**src/rtl/mul_pkg.sv**
```systemverilog
// Shared types and helpers for pipelined_sel_multiplier.
// Optional accumulate mode is enabled by defining MUL_ACC_EN.
package mul_pkg;

   // Widest operand / result the extension helper handles.
   localparam int unsigned EXT_IN_W    = 64;
   localparam int unsigned EXT_OUT_W   = 128;
   // Guard bits added above the product for the accumulator.
   localparam int unsigned ACC_GUARD_W = 8;

   // Per-item side-band flags carried down the pipeline next to the product.
   typedef struct packed {
      logic sel_err;
`ifdef MUL_ACC_EN
      logic acc_en;
      logic acc_clr;
      logic is_signed;
`endif
   } stage_flags_t;

   // Sign- or zero-extend the low w bits of value to EXT_OUT_W bits.
   function automatic logic [EXT_OUT_W-1:0] sext_zext(input logic [EXT_IN_W-1:0] value,
                                                      input int unsigned         w,
                                                      input logic                is_signed);
      logic                 fill;
      logic [EXT_OUT_W-1:0] result;
      fill   = 1'b0;
      result = '0;
      for (int unsigned i = 0; i < EXT_IN_W; i++) begin
         if (i + 1 == w) begin
            fill = is_signed & value[i[5:0]];
         end
      end
      for (int unsigned i = 0; i < EXT_OUT_W; i++) begin
         result[i] = (i < w) ? value[i[5:0]] : fill;
      end
      return result;
   endfunction

endpackage

```
**src/rtl/mul_pipe_stage.sv**
```systemverilog
// One holdable pipeline slot: valid bit plus payload, loaded when en_i is high.
module mul_pipe_stage #(
   parameter type payload_t = logic
) (
   input  logic     clk,
   input  logic     rst_n,
   input  logic     en_i,
   input  logic     valid_i,
   input  payload_t payload_i,
   output logic     valid_o,
   output payload_t payload_o
);

   logic     valid_q;
   payload_t payload_q;

   // Slot register: shift in when the pipeline advances, otherwise hold.
   always_ff @(posedge clk or negedge rst_n) begin
      if (!rst_n) begin
         valid_q   <= 1'b0;
         payload_q <= '0;
      end else if (en_i) begin
         valid_q   <= valid_i;
         payload_q <= payload_i;
      end
   end

   assign valid_o   = valid_q;
   assign payload_o = payload_q;

endmodule

```
**src/rtl/pipelined_sel_multiplier.sv**
```systemverilog
// Operand-select multiplier: picks one of CHANNELS operand pairs, multiplies
// them (signed or unsigned per item) and delivers a full-width product after
// STAGES register stages with valid/ready backpressure.
// Defining MUL_ACC_EN adds an accumulator on retiring products (acc_en/acc_clr/acc_out).
module pipelined_sel_multiplier
   import mul_pkg::*;
#(
   parameter int unsigned WIDTH    = 8,
   parameter int unsigned CHANNELS = 4,
   parameter int unsigned STAGES   = 2,
   parameter int unsigned SEL_W    = $clog2(CHANNELS)
) (
   input  logic                      clk,
   input  logic                      rst_n,
   input  logic                      in_valid,
   output logic                      in_ready,
   input  logic [CHANNELS*WIDTH-1:0] a_bus,
   input  logic [CHANNELS*WIDTH-1:0] b_bus,
   input  logic [SEL_W-1:0]          sel,
   input  logic                      is_signed,
   output logic                      out_valid,
   input  logic                      out_ready,
   output logic [2*WIDTH-1:0]        product,
   output logic                      sel_err
`ifdef MUL_ACC_EN
   ,
   input  logic                      acc_en,
   input  logic                      acc_clr,
   output logic [2*WIDTH+ACC_GUARD_W-1:0] acc_out
`endif
);

   localparam int unsigned PROD_W = 2 * WIDTH;

   typedef struct packed {
      logic [PROD_W-1:0] product;
      stage_flags_t      flags;
   } payload_t;

   logic              advance;
   logic [WIDTH-1:0]  a_sel;
   logic [WIDTH-1:0]  b_sel;
   logic [PROD_W-1:0] a_ext;
   logic [PROD_W-1:0] b_ext;
   logic              sel_bad;
   payload_t          stage_in_d;

   logic [STAGES-1:0] valid_q;
   payload_t          pay_q [STAGES];

   // Whole pipeline moves when the output slot is empty or being consumed.
   assign advance  = !out_valid || out_ready;
   assign in_ready = advance;

   // Operand mux, extension and multiply feeding stage 0.
   always_comb begin
      a_sel      = '0;
      b_sel      = '0;
      stage_in_d = '0;
      sel_bad    = (32'(sel) >= CHANNELS);
      for (int unsigned i = 0; i < CHANNELS; i++) begin
         if (32'(sel) == i) begin
            a_sel = a_bus[i*WIDTH +: WIDTH];
            b_sel = b_bus[i*WIDTH +: WIDTH];
         end
      end
      a_ext = PROD_W'(sext_zext(EXT_IN_W'(a_sel), WIDTH, is_signed));
      b_ext = PROD_W'(sext_zext(EXT_IN_W'(b_sel), WIDTH, is_signed));
      stage_in_d.product       = sel_bad ? '0 : a_ext * b_ext;
      stage_in_d.flags.sel_err = sel_bad;
`ifdef MUL_ACC_EN
      stage_in_d.flags.acc_en    = acc_en;
      stage_in_d.flags.acc_clr   = acc_clr;
      stage_in_d.flags.is_signed = is_signed;
`endif
   end

   // Chain of STAGES holdable slots, all enabled by advance.
   for (genvar g = 0; g < int'(STAGES); g++) begin : g_stage
      if (g == 0) begin : g_first
         mul_pipe_stage #(.payload_t(payload_t)) u_stage (
            .clk       (clk),
            .rst_n     (rst_n),
            .en_i      (advance),
            .valid_i   (in_valid),
            .payload_i (stage_in_d),
            .valid_o   (valid_q[g]),
            .payload_o (pay_q[g])
         );
      end else begin : g_rest
         mul_pipe_stage #(.payload_t(payload_t)) u_stage (
            .clk       (clk),
            .rst_n     (rst_n),
            .en_i      (advance),
            .valid_i   (valid_q[g-1]),
            .payload_i (pay_q[g-1]),
            .valid_o   (valid_q[g]),
            .payload_o (pay_q[g])
         );
      end
   end

   assign out_valid = valid_q[STAGES-1];
   assign product   = pay_q[STAGES-1].product;
   assign sel_err   = pay_q[STAGES-1].flags.sel_err;

`ifdef MUL_ACC_EN
   localparam int unsigned ACC_W = PROD_W + ACC_GUARD_W;

   logic [ACC_W-1:0] acc_q;
   logic [ACC_W-1:0] acc_d;
   logic [ACC_W-1:0] prod_ext;

   // Accumulator update on each retiring item; clear wins over add.
   always_comb begin
      acc_d    = acc_q;
      prod_ext = ACC_W'(sext_zext(EXT_IN_W'(product), PROD_W,
                                  pay_q[STAGES-1].flags.is_signed));
      if (out_valid && out_ready) begin
         if (pay_q[STAGES-1].flags.acc_clr) begin
            acc_d = prod_ext;
         end else if (pay_q[STAGES-1].flags.acc_en) begin
            acc_d = acc_q + prod_ext;
         end
      end
   end

   // Accumulator register.
   always_ff @(posedge clk or negedge rst_n) begin
      if (!rst_n) begin
         acc_q <= '0;
      end else begin
         acc_q <= acc_d;
      end
   end

   assign acc_out = acc_q;
`endif

endmodule
```
**config.mk**
```make
export PLATFORM = sky130hd
export DESIGN_NAME = pipelined_sel_multiplier
export DESIGN_NICKNAME = d
export VERILOG_FILES = /design/src/rtl/mul_pkg.sv /design/src/rtl/mul_pipe_stage.sv /design/src/rtl/pipelined_sel_multiplier.sv
export SDC_FILE = /design/constraint.sdc
export NUM_CORES = 1
export LEC_CHECK = 0
export BUFFER_PORTS_ARGS = -buffer_cell sky130_fd_sc_hd__buf_2
export CORE_MARGIN = 4
export CORE_UTILIZATION = 50
export CTS_CLUSTER_DIAMETER = 60
export DETAILED_ROUTE_END_ITERATION = 10
export GPL_ROUTABILITY_DRIVEN = 1
export PLACE_DENSITY = 0.72
export SLEW_MARGIN = 25
export SYNTH_ARGS = -nofsm -noshare
export SYNTH_HDL_FRONTEND = slang
export SYNTH_SLANG_ARGS = --single-unit
```
**constraint.sdc**
```tcl
create_clock -name clk -period 1.5 [get_ports clk]
set_input_delay 0.15 -clock clk [delete_from_list [all_inputs] [get_ports clk]]
set_output_delay 0.15 -clock clk [all_outputs]
set_load 0.05 [all_outputs]
```
After elaboration in Yosys (flattened, before gate mapping)
Cells that the tools add are included.
{"block": "op_classes", "n_reduce_logical": 3, "bitwise_logic": 2, "mux": 8, "n_mul": 1, "eq_ne": 3}
{"op": "8-bit 2-to-1 mux", "n": 8}
{"op": "9-bit by 9-bit multiplier with 16-bit output", "n": 1}
{"op": "2-bit equality test (second input constant)", "n": 2}
{"op": "1-bit bitwise AND", "n": 2}
{"op": "2-bit by 1-bit equality test with 1-bit output (second input constant)", "n": 1}
{"op": "2-bit logical NOT", "n": 1}
{"op": "1-bit logical NOT", "n": 1}
{"op": "1-bit logical OR", "n": 1}
{"block": "totals", "out_inout_bits": 19, "inputBits": 71, "reg_bits": 34, "word_cells": 21}

Depth between registers and ports, before layout
Gate-level depths: netlist of the first run.
{"block": "depth", "depth_word": 7, "mapped_depth": 21, "mapped_depth_nobuf": 19}

By module
Synthesis of the first run repeated with hierarchy kept, for this count alone.
{"block": "unflattened", "hier_cells": 392, "area_unflattened_um2": 4501.8}
{"module": "pipelined_sel_multiplier", "area_each_um2": 3057.9, "instances": 1, "cells_each": 316}
{"module": "mul_pipe_stage", "area_each_um2": 721.9, "instances": 2, "cells_each": 38}

Worst setup path before layout of the first run
No wires, ideal clock.
{"block": "synth_path", "kind": "input to register", "startpoint": "in sel[0]", "endpoint": "reg g_stage[0].g_first.u_stage.payload_q (netlist bit g_stage[0].g_first.u_stage.payload_o[14])", "path_slack_ns": -3.785, "setup_time_ns": 0.164, "t_arrival_ns": 5.121, "path_buffers": 2, "path_stages": 19, "path_cell_list": "buf_6 > buf_2 > mux4_2 > and2_1 > fa_1 > inv_1 > fa_1 > inv_1 > fa_1 > fa_1 > inv_1 > fa_1 > inv_1 > ha_1 > o21ai_0 > a21boi_0 > o22ai_1 > xor2_1 > a21oi_1"}
{"block": "synth_between", "elab_chain_cells": 7, "elab_cells_between_ends": 15}
{"item": "from (decl)", "line": "pipelined_sel_multiplier.sv:19", "text": "input logic [SEL_W-1:0] sel,"}
{"item": "2-bit logical NOT", "line": "pipelined_sel_multiplier.sv:62", "text": "if (32'(sel) == i) begin"}
{"item": "8-bit 2-to-1 mux (4 in a row)", "line": "pipelined_sel_multiplier.sv:62"}
{"item": "1-bit bitwise AND", "line": "mul_pkg.sv:31", "text": "fill = is_signed & value[i[5:0]];"}
{"item": "9-bit by 9-bit multiplier with 16-bit output *", "line": "pipelined_sel_multiplier.sv:69", "text": "stage_in_d.product = sel_bad ? '0 : a_ext * b_ext;"}
{"item": "to (signal assigned)", "line": "mul_pipe_stage.sv:24", "text": "payload_q <= payload_i;"}
{"item": "to (decl)", "line": "mul_pipe_stage.sv:15", "text": "payload_t payload_q;"}
Every way passes the cells marked *; elsewhere a longest branch is shown, timed or not.
A chain may end at the register's enable or synchronous reset.

Final worst setup path of the first run
{"block": "layout_path", "startpoint": "in sel[0]", "endpoint": "reg g_stage[0].g_first.u_stage.payload_q (netlist bit g_stage[0].g_first.u_stage.payload_o[16])"}
The elaborated chain is that of the path after synthesis.

==> metrics.txt, run 1 <==
Top FF cell, synth dfrtp_1; Max Clock Skew 0.00404 ns; WL final 10300 um; Hold Crit Class primary input to flip-flop; Slew Limit Fails 0; I/O Pins 90; CP peak stage delay 0.56 ns; post-synthesis cell count 449; #FFs+latches synth 34; max-cap violation count 0; crit-path cells buf_12 > buf_12 > mux4_2 > buf_4 > buf_4 > and2_1 > fa_1 > fa_1 > fa_2 > fa_2 > ha_1 > ha_1 > or3_4 > buf_6 > nand2b_4 > o21ai_1 > xnor2_1 > a21oi_1; FMAX 0.216 GHz; clock-pin slew on the worst setup and hold paths 0.06 ns; worst path bufs/invs 5; largest net degree at the start of global routing 35; Lkg Pwr 3.09 nW; core area 8300 um2; worst-path maximum fanout 5; Area Overhead vs Synth 39.5%; crit end category flip-flop; Inserted Diodes 0; Worst Max-Slew Pin Slew 0.708 ns; Switching Share 45.0%; clock root cell clkbuf_8; largest family of logic cells by synthesized area adder cells; Crit path required time 1.66 ns; grt met3 use 2.28%; gr usage total 20.5%; Inst Count DP 684; Cell Pwr Density 2420 nW/um2; crit-path leading delay family adder cells; failing checks setup timing; Hold Path Origin in_valid; vias in the first global route 3912; fin nets 779; Synth Area in Simple Gates 17.7%; post-layout worst setup margin -3.12 ns; DRC 0; Final Non-Filler Cells 718; initial antenna violation count 0; post-synthesis compound-gate area fraction 3.99%; GRT busiest layer met2; Critical Path AT 4.78 ns; Mapped Nets 616; Avg WL per Cell 14.4 um; Slowest cell on crit path fa_1; CTS tree built; Num CTS Buffers 5; DRC marker count from the first detailed-route iteration 65; cell taking the most area after synthesis fa_1; Core Rows 33; Placer Congestion 0.887; sequential-to-total area share from yosys stat 19.7%; Starting Density 52.1%; met1 Use GR 24.0%; Post-synth EDFFs 0; Worst R2R Path Depth 5; ranking of synthesized cells by area fa_1 29%, dfrtp_1 20%, ha_1 9.5%; share of cells above drive strength 1 43.2%; Reg-to-Reg Start g_stage[1].g_rest.u_stage.valid_o; grt met2 use 39.4%; reg-to-reg setup timing slack 0.24 ns; clock network power share 4.5%; RSZ-0062 raised after global routing yes; XOR/XNOR Fraction of Synth Area 3.61%; Pint 8.03 mW; Hold Fails Final Rpt 0; clock sink count 34; clk_lat worst skew 0.27 ns; DR vias 3611; outcome finished with violations; HPWL after DPL 8190 um; Die Y 101 um; Vias/cell 5.03; Tmin final 4.62 ns; H-tree Lvls 2; worst reg2reg endpoint g_stage[0].g_first.u_stage.payload_o[8]; Max VDD drop 1.83 mV; first-pass GRT wire length 16900 um; Final period util 308%; DIE AREA 10200 um2; Switching Power 6.58 mW; clk buf depth 2; Final setup viols 15; Pre-antenna DRT Iters 4; CP startpoint kind primary input; setup TNS -33.96 ns; adder-cell share of the synthesized area 38.7%; Util after Layout 72.7%; Hold Crit Depth 3; critical path type primary input to flip-flop; Cell variety after synth 38; slew margin rel. 52.8%; Detail Route Antenna Nets 0; mux cell area share after synthesis 8.33%; grt total ovfl 0; asr flop ratio synth 100%; Synth Warn # 0; top cell type's share of synthesized area 29.1%; Comb power frac 84.7%; I/O Buffers 88; sequential fraction of design power 10.8%; Mapped Area 4330 um2; Worst Hold End g_stage[0].g_first.u_stage.valid_o; Die Wd 101 um; synthesized area per cell 9.64 um2
==> synth_stat cells (3+ instances only) <==
master    count
nand2_1     105
inv_1        73
fa_1         63
and2_1       37
dfrtp_1      34
ha_1         33
mux4_2       16
nor2_1       15
xnor2_1      11
a21oi_1       7
clkbuf_1      7
o21ai_0       7
xor2_1        5
a21o_1        3
buf_2         3
nand2b_1      3
==> power by group through the flow <==
stage / Sequential, mW / Clock, mW / Combinational [mW]
2_1_floorplan: 2.23 / 0 / 6.80
3_3_place_gp: 1.57 / 0 / 10.4
3_5_place_dp: 1.59 / 0 / 10.7
4_1_cts: 1.58 / 0.678 / 11.7
5_1_grt: 1.62 / 0.719 / 13.8
6_report: 1.57 / 0.663 / 12.4
==> per-layer routing <==
metal	vias to the layer above	part of all wire, %
met4	0	2.0
met3	23	4.4
met1	1783	38
li1	1710	-
met2	95	56
met5	-	0
==> placed cells by master, fill, tap and decap left out, types with 2 or more instances in the layout <==
cell / count
inv_2: 11
a21o_1: 2
ha_1: 17
a2111oi_4: 2
o21ai_2: 2
nand2_2: 7
nand2_1: 95
fa_2: 8
xnor2_1: 10
fa_1: 55
clkbuf_8: 6
ha_2: 2
and2_1: 29
buf_2: 86
nand2_4: 4
o21a_1: 2
mux4_2: 16
xor2_1: 5
ha_4: 14
buf_12: 4
nor2_1: 14
and2_4: 9
buf_4: 59
o21ai_1: 7
nand2b_1: 2
dfrtp_1: 33
xnor2_2: 2
clkinv_2: 2
a21oi_1: 6
buf_6: 17
inv_1: 62
==> sequential cells by signal, indices dropped and copies added (netlist names) <==
register	count
g_stage.g_rest.u_stage.valid_o	1
g_stage.g_first.u_stage.valid_o	1
g_stage.g_rest.u_stage.payload_o	16
g_stage.g_first.u_stage.payload_o	16
==> area by class of cell <==
class / count / area, um2
multi-input cells: 328 / 3490
fillers: 578 / 2260
repair buffers: 169 / 1190
flip-flops and latches: 34 / 852
inverters: 74 / 279
well taps: 105 / 131
clock buffers: 7 / 86.3
clock inverters: 1 / 5.00
==> how the worst max path moves through the flow <==
| stage | startpoint | end | slack, ns | cells past startpoint |
|---|---|---|---|---|
| detailed placement | sel[0] | g_stage[0].g_first.u_stage.payload_o[13] | -3.53 | 17 |
| CTS | sel[0] | g_stage[0].g_first.u_stage.payload_o[13] | -3.14 | 18 |
| global route | sel[0] | g_stage[0].g_first.u_stage.payload_o[14] | -3.30 | 20 |
| floorplan | sel[0] | g_stage[0].g_first.u_stage.payload_o[15] | -3.29 | 17 |
| global placement | sel[0] | g_stage[0].g_first.u_stage.payload_o[13] | -3.44 | 18 |
| finish | sel[0] | g_stage[0].g_first.u_stage.payload_o[16] | -3.12 | 18 |
==> what timing repair did <==
action	CTS	global route
resized for setup	45	35
pin swaps	40	51
cloned	1	0
endpoints found under the setup margin	15	15
setup buffers	15	9
hold buffers	1	0
hold endpoints to repair	34	0
==> metrics by stage <==
stage | setup slack [ns] | area (um2) | total power, mW | hold WS [ns]
4_1_cts | -3.14 | 5790 | 14.0 | 0.0803
5_1_grt | -3.30 | 6040 | 16.2 | 0.0886
6_report | -3.12 | 6040 | 14.6 | 0.0830
3_5_place_dp | -3.53 | 5360 | 12.3 | 0.242
3_3_place_gp | -3.44 | 5360 | 12.0 | 0.235
2_1_floorplan | -3.29 | 4450 | 9.03 | -0.146
==> worst min-delay path, cell delays in order <==
cell and delay, ns:
buf_2 0.07, nand2_1 0.04, nand2_1 0.06
==> cell families after synthesis <==
group / Yosys count
multiplexers: 16
flip-flops: 34
other: 1
AND/OR/NAND/NOR: 170
buffers and inverters: 87
AO/OA/AOI/OAI: 28
XOR/XNOR: 17
adder cells (fa/ha/maj): 96
No activity file was read; power rests on OpenSTA's default activity.
==> run 2, diff against run 1 <==
- SYNTH_HIERARCHICAL: default -> 1
==> run 2 against run 1 <==
Net effect: the flow still finishes with violations (setup timing); clock skew is 0.0015 ns higher; combinational power rose by 15%; area after synthesis increased by 4.0%; synthesized cell count is 13% lower; maximum frequency shrank 6.6%; sequential cell count is 2 higher; largest power group unchanged.
==> metrics.txt, run 2 <==
outcome finished with violations; failing checks setup timing; top-count cell post-synth inv_1; DRC 0; Top FF cell, synth dfrtp_1; top cell type's share of synthesized area 28.0%; initial antenna violation count 0; Cell variety after synth 32; Core Rows 34; post-layout worst setup margin -3.45 ns; Inserted Diodes 0; Slew Limit Fails 0; Comb power frac 85.2%; Num CTS Buffers 5; FMAX 0.202 GHz; H-tree Lvls 2; Switching Power 7.09 mW; grt total ovfl 0; Reg-to-Reg Start g_stage[1].g_rest.u_stage/valid_o; Max VDD drop 1.81 mV; grt met3 use 2.37%; DR vias 3352; Die Y 103 um; Placed Area 5560 um2; clk_lat worst skew 0.29 ns; gr usage total 20.1%; Crit path required time 1.67 ns; grt met2 use 38.0%; fin nets 720; Hold Crit Class primary input to flip-flop; Hold Path Origin in_valid; most frequent cells in the layout 87 x buf_2, 61 x inv_1, 58 x fa_1; synthesized area per cell 11.5 um2; I/O Buffers 89; critical path type primary input to flip-flop; Placer Congestion 0.846; asr flop ratio synth 100%; post-route cell area 6130 um2; Cell Pwr Density 2710 nW/um2; Pint 9.55 mW; Switching Share 42.6%; Mapped Area 4500 um2; HPWL after DPL 8210 um; CTS tree built; clk buf depth 2; max-cap violation count 0; Tmin final 4.95 ns; Lkg Pwr 3.07 nW; post-synthesis cell count 392; sequential fraction of design power 10.5%; largest net degree at the start of global routing 20; Die Wd 103 um; met1 Use GR 24.3%; cell taking the most area after synthesis fa_1; clock root cell clkbuf_8; GRT busiest layer met2; setup TNS -36.13 ns; Final period util 330%; core area 8720 um2; Final Non-Filler Cells 662; clock network power share 4.3%; top cells by count, synth 75 x inv_1, 63 x fa_1, 38 x and2_1, 38 x nand2_1, 36 x dfrtp_1; Starting Density 51.6%; DRC marker count from the first detailed-route iteration 77; sequential-to-total area share from yosys stat 20.0%; Post-synth EDFFs 0; vias in the first global route 3739; I/O Pins 90; first-pass GRT wire length 16700 um; Avg WL per Cell 15.3 um; Max Clock Skew 0.00558 ns; #FFs+latches synth 36; worst setup path startpoint sel[0]; Tot Pwr 16.6 mW; Vias/cell 5.06; clock-pin slew on the worst setup and hold paths 0.07 ns; ranking of synthesized cells by area fa_1 28%, dfrtp_1 20%, ha_1 9.2%; share of cells above drive strength 1 52.5%; commonest non-fill, non-tap cell in the layout buf_2; CP startpoint kind primary input; Hold Fails Final Rpt 0; DP Worst Slack -3.87 ns; Mapped Nets 559; crit end category flip-flop; reg-to-reg setup timing slack 0.19 ns; Pre-antenna DRT Iters 4; Inst Count DP 641; WL final 10100 um; worst-path maximum fanout 5; Synth Warn # 6; clock sink count 36; RSZ-0062 raised after global routing yes; Area Overhead vs Synth 36.2%; Detail Route Antenna Nets 0; DIE AREA 10600 um2; Final setup viols 15; Critical Path AT 5.12 ns
[run 2: area by class of cell]
cell class / count / area, um2
Clock buffer: 7 / 86.3
Clock inverter: 1 / 7.51
Fill cell: 614 / 2590
Inverter: 75 / 284
Multi-Input combinational cell: 272 / 3590
Sequential cell: 36 / 902
Tap cell: 108 / 135
Timing Repair Buffer: 163 / 1120
[run 2: timing repair]
action | in CTS | in global routing
setup endpoints to repair | 16 | 15
hold buffers | 1 | 0
buffers inserted | 8 | 5
pin swaps | 27 | 21
hold endpoints to repair | 17 | 0
resized for setup | 57 | 29
[run 2: metal layers]
metal / part of all wire (%) / up-vias
met5: 0 / -
met4: 1.7 / 0
met3: 3.2 / 20
met2: 56 / 70
met1: 39 / 1703
li1: - / 1559
[run 2: worst max-delay path: stages]
cell and delay, ns:
buf_8 0.09, buf_6 0.11, mux4_2 0.54, and2_4 0.17
fa_1 0.55, inv_1 0.06, fa_1 0.47, inv_1 0.05
fa_1 0.44, fa_1 0.51, inv_2 0.04, fa_1 0.54
inv_2 0.05, ha_4 0.16, a21oi_4 0.13, o21ai_2 0.09
or3_4 0.36, a221oi_4 0.27, xnor2_1 0.09, mux2_4 0.25
[run 2: worst paths after layout]
path | cells after the start | end
max in group asynchronous | 3 | g_stage[1].g_rest.u_stage/payload_o[0]
worst min register to register | 1 | g_stage[1].g_rest.u_stage/payload_o[4]
min in group asynchronous | 2 | g_stage[0].g_first.u_stage/payload_o[12]
worst min-delay path | 2 | g_stage[0].g_first.u_stage/valid_o
worst max register to register | 3 | g_stage[1].g_rest.u_stage/payload_o[14]
worst max-delay path | 20 | g_stage[0].g_first.u_stage/payload_o[15]
[run 2: logic make-up after synthesis]
logic type	after synthesis	synth area share, %
adder cells (fa/ha/maj)	96	37.2
AND/OR/NAND/NOR	91	10.3
buffers and inverters	84	8.31
multiplexers	52	18.8
flip-flops	36	20.0
XOR/XNOR	18	3.50
AO/OA/AOI/OAI	14	1.89
other	1	0.0833
[run 2: power groups by stage]
stage	clock [mW]	combinational [mW]	sequential, mW
global route	0.764	15.6	1.80
finish	0.710	14.2	1.75
global placement	0	11.5	1.75
floorplan	0	7.88	2.50
detailed placement	0	11.9	1.77
CTS	0.725	12.9	1.75
[run 2: metrics by stage]
step                util, %  hold WS [ns]
finish                 70.3        0.0883
global route           70.3        0.0867
CTS                    68.3        0.0839
detailed placement     63.8         0.111
global placement       63.8         0.110
floorplan                 -        -0.146
==> run 3, diff against run 2 <==
- ABC_AREA: default -> 1
- PLACE_DENSITY: 0.72 -> 0.71
==> run 3 against run 2 <==
Net effect: the run still ends with setup timing left; via count up 37%; sequential power down 2%; synthesized cell count up 60%; count of clock-buffer cells in the layout down 1; worst setup slack better by 0.41 ns; power down 4.0%; clock skew up 0.0028 ns; sequential share of layout area down 1.6 points; cell count up 42%; sequential cell count unchanged.
==> metrics.txt, run 3 <==
DIE AREA 11600 um2; Avg WL per Cell 13.3 um; gr usage total 22.5%; H-tree Lvls 2; top-count cell post-synth nand2_1; CTS tree built; Final period util 302%; Final Non-Filler Cells 937; Inst Count DP 913; cell taking the most area after synthesis fa_1; Inserted Diodes 0; Core Rows 36; Hold Crit Class primary input to flip-flop; critical path type primary input to flip-flop; Post-synth EDFFs 0; asr flop ratio synth 100%; DRC marker count from the first detailed-route iteration 163; share of cells above drive strength 1 39.9%; I/O Pins 90; Tot Pwr 16.0 mW; Mapped Area 4950 um2; synthesized area per cell 7.89 um2; outcome finished with violations; max-cap violation count 0; GRT busiest layer met2; Max VDD drop 1.77 mV; Area Overhead vs Synth 38.3%; failing checks setup timing; Top FF cell, synth dfrtp_1; largest net degree at the start of global routing 29; Cell variety after synth 41; fin nets 970; Final setup viols 15; ranking of synthesized cells by area fa_1 25%, dfrtp_1 18%, nand2_1 15%; Num CTS Buffers 5; top cell type's share of synthesized area 25.5%; first-pass GRT wire length 21100 um; top cells by count, synth 200 x nand2_1, 124 x inv_1, 63 x fa_1; grt met3 use 1.26%; Hold Fails Final Rpt 0; clock root cell clkbuf_8; Lkg Pwr 3.79 nW; grt total ovfl 0; Die Y 108 um; clk buf depth 2; CP startpoint kind primary input; vias in the first global route 4831; Reg-to-Reg Start g_stage[1].g_rest.u_stage/valid_o; Crit path required time 1.73 ns; DRC 0; Filler Cell Count 753; crit end category flip-flop; Placer Congestion 0.918; sequential-to-total area share from yosys stat 18.2%; worst-path maximum fanout 4; Cell Pwr Density 2330 nW/um2; grt met2 use 43.1%; I/O Buffers 89; post-layout worst setup margin -3.04 ns; core area 9730 um2; WL final 12500 um; Die Wd 108 um; Pre-antenna DRT Iters 5; Tmin final 4.54 ns; clock-pin slew on the worst setup and hold paths 0.07 ns; initial antenna violation count 0; clock sink count 36; FMAX 0.220 GHz; HPWL after DPL 10100 um; Critical Path AT 4.77 ns; Starting Density 50.9%; Slew Limit Fails 0; #FFs+latches synth 36; Hold Path Origin in_valid; worst setup path startpoint sel[0]; Max Clock Skew 0.00839 ns; DR vias 4587; Vias/cell 4.90; Detail Route Antenna Nets 0; Synth Warn # 6; met1 Use GR 26.7%; commonest non-fill, non-tap cell in the layout nand2_1; clk_lat worst skew 0.29 ns; post-synthesis cell count 628; most frequent cells in the layout 191 x nand2_1, 106 x inv_1, 87 x buf_2; Mapped Nets 795; RSZ-0062 raised after global routing yes
-- run 3: final cells by class --
type | instances | area (um2) | share of cell area [%]
clock buffers | 6 | 72.6 | 1.06
clock inverters | 2 | 35.0 | 0.511
flip-flops and latches | 36 | 902 | 13.2
inverters | 138 | 579 | 8.45
multi-input cells | 442 | 3830 | 55.9
repair inverters | 1 | 8.76 | 0.128
well taps | 133 | 166 | 2.43
repair buffers | 179 | 1250 | 18.3
-- run 3: per-stage QoR --
| stage | hold WS, ns | util, % | area [um2] | TNS [ns] | worst slack (ns) |
|---|---|---|---|---|---|
| floorplan | -0.146 | - | 5150 | -32.96 | -3.02 |
| global placement | 0.00335 | 64.1 | 6230 | -39.12 | -3.43 |
| detailed placement | 0.00595 | 64.1 | 6230 | -40.30 | -3.51 |
| CTS | 0.0672 | 68.3 | 6650 | -33.48 | -3.03 |
| global route | 0.107 | 70.4 | 6850 | -36.29 | -3.22 |
| finish | 0.0699 | 70.4 | 6850 | -33.95 | -3.04 |
-- run 3: metal layers --
layer	vias to the layer above	part of all wire, %
met3	40	3.5
met2	134	55
met4	0	3.1
met5	-	0
met1	2189	39
li1	2224	-
-- run 3: final timing paths --
path,to,slack (ns),cells past startpoint
worst max-delay path,g_stage[0].g_first.u_stage/payload_o[15],-3.04,26
max in group asynchronous,g_stage[1].g_rest.u_stage/payload_o[5],0.67,3
worst max register to register,g_stage[1].g_rest.u_stage/payload_o[16],0.39,4
min in group asynchronous,g_stage[0].g_first.u_stage/payload_o[0],0.24,2
worst min register to register,g_stage[1].g_rest.u_stage/payload_o[11],0.46,2
worst min-delay path,g_stage[0].g_first.u_stage/valid_o,0.07,3
-- run 3: report_power, final --
group | internal (mW) | switching, mW | total (mW) | leakage (nW)
registers | 1.47 | 0.234 | 1.71 | 0.434
logic | 5.95 | 7.50 | 13.4 | 3.30
clock network | 0.493 | 0.334 | 0.827 | 0.0552
-- run 3: what timing repair did --
| item | 4_1_cts | 5_1_grt |
|---|---|---|
| gates resized for setup | 52 | 34 |
| pin swaps | 33 | 20 |
| hold buffers | 1 | 0 |
| setup buffers | 9 | 5 |
| cloned | 1 | 0 |
| endpoints found under the hold margin | 8 | 0 |
| setup endpoints to repair | 15 | 15 |
-- run 3: critical path, cell delays in order --
cell	delay, ns
buf_6	0.11
nor2_4	0.15
buf_6	0.14
buf_4	0.11
nand2_1	0.06
nand3_2	0.09
nand2_4	0.08
nand2_4	0.07
inv_2	0.06
nand2_1	0.08
fa_1	0.45
fa_1	0.50
inv_1	0.05
fa_1	0.45
fa_1	0.52
inv_2	0.04
fa_1	0.53
inv_2	0.05
ha_4	0.31
nand2_2	0.10
o21ai_2	0.16
nand2_1	0.10
nand3_2	0.09
xor2_1	0.15
nand2_1	0.06
nand2_1	0.07
-- run 3: cell families after synthesis --
kind of cell | after synthesis | synth area share, %
AO/OA/AOI/OAI | 43 | 7.22
XOR/XNOR | 8 | 1.41
adder cells (fa/ha/maj) | 96 | 33.8
buffers and inverters | 150 | 13.4
flip-flops | 36 | 18.2
other | 1 | 0.0757
AND/OR/NAND/NOR | 294 | 25.9
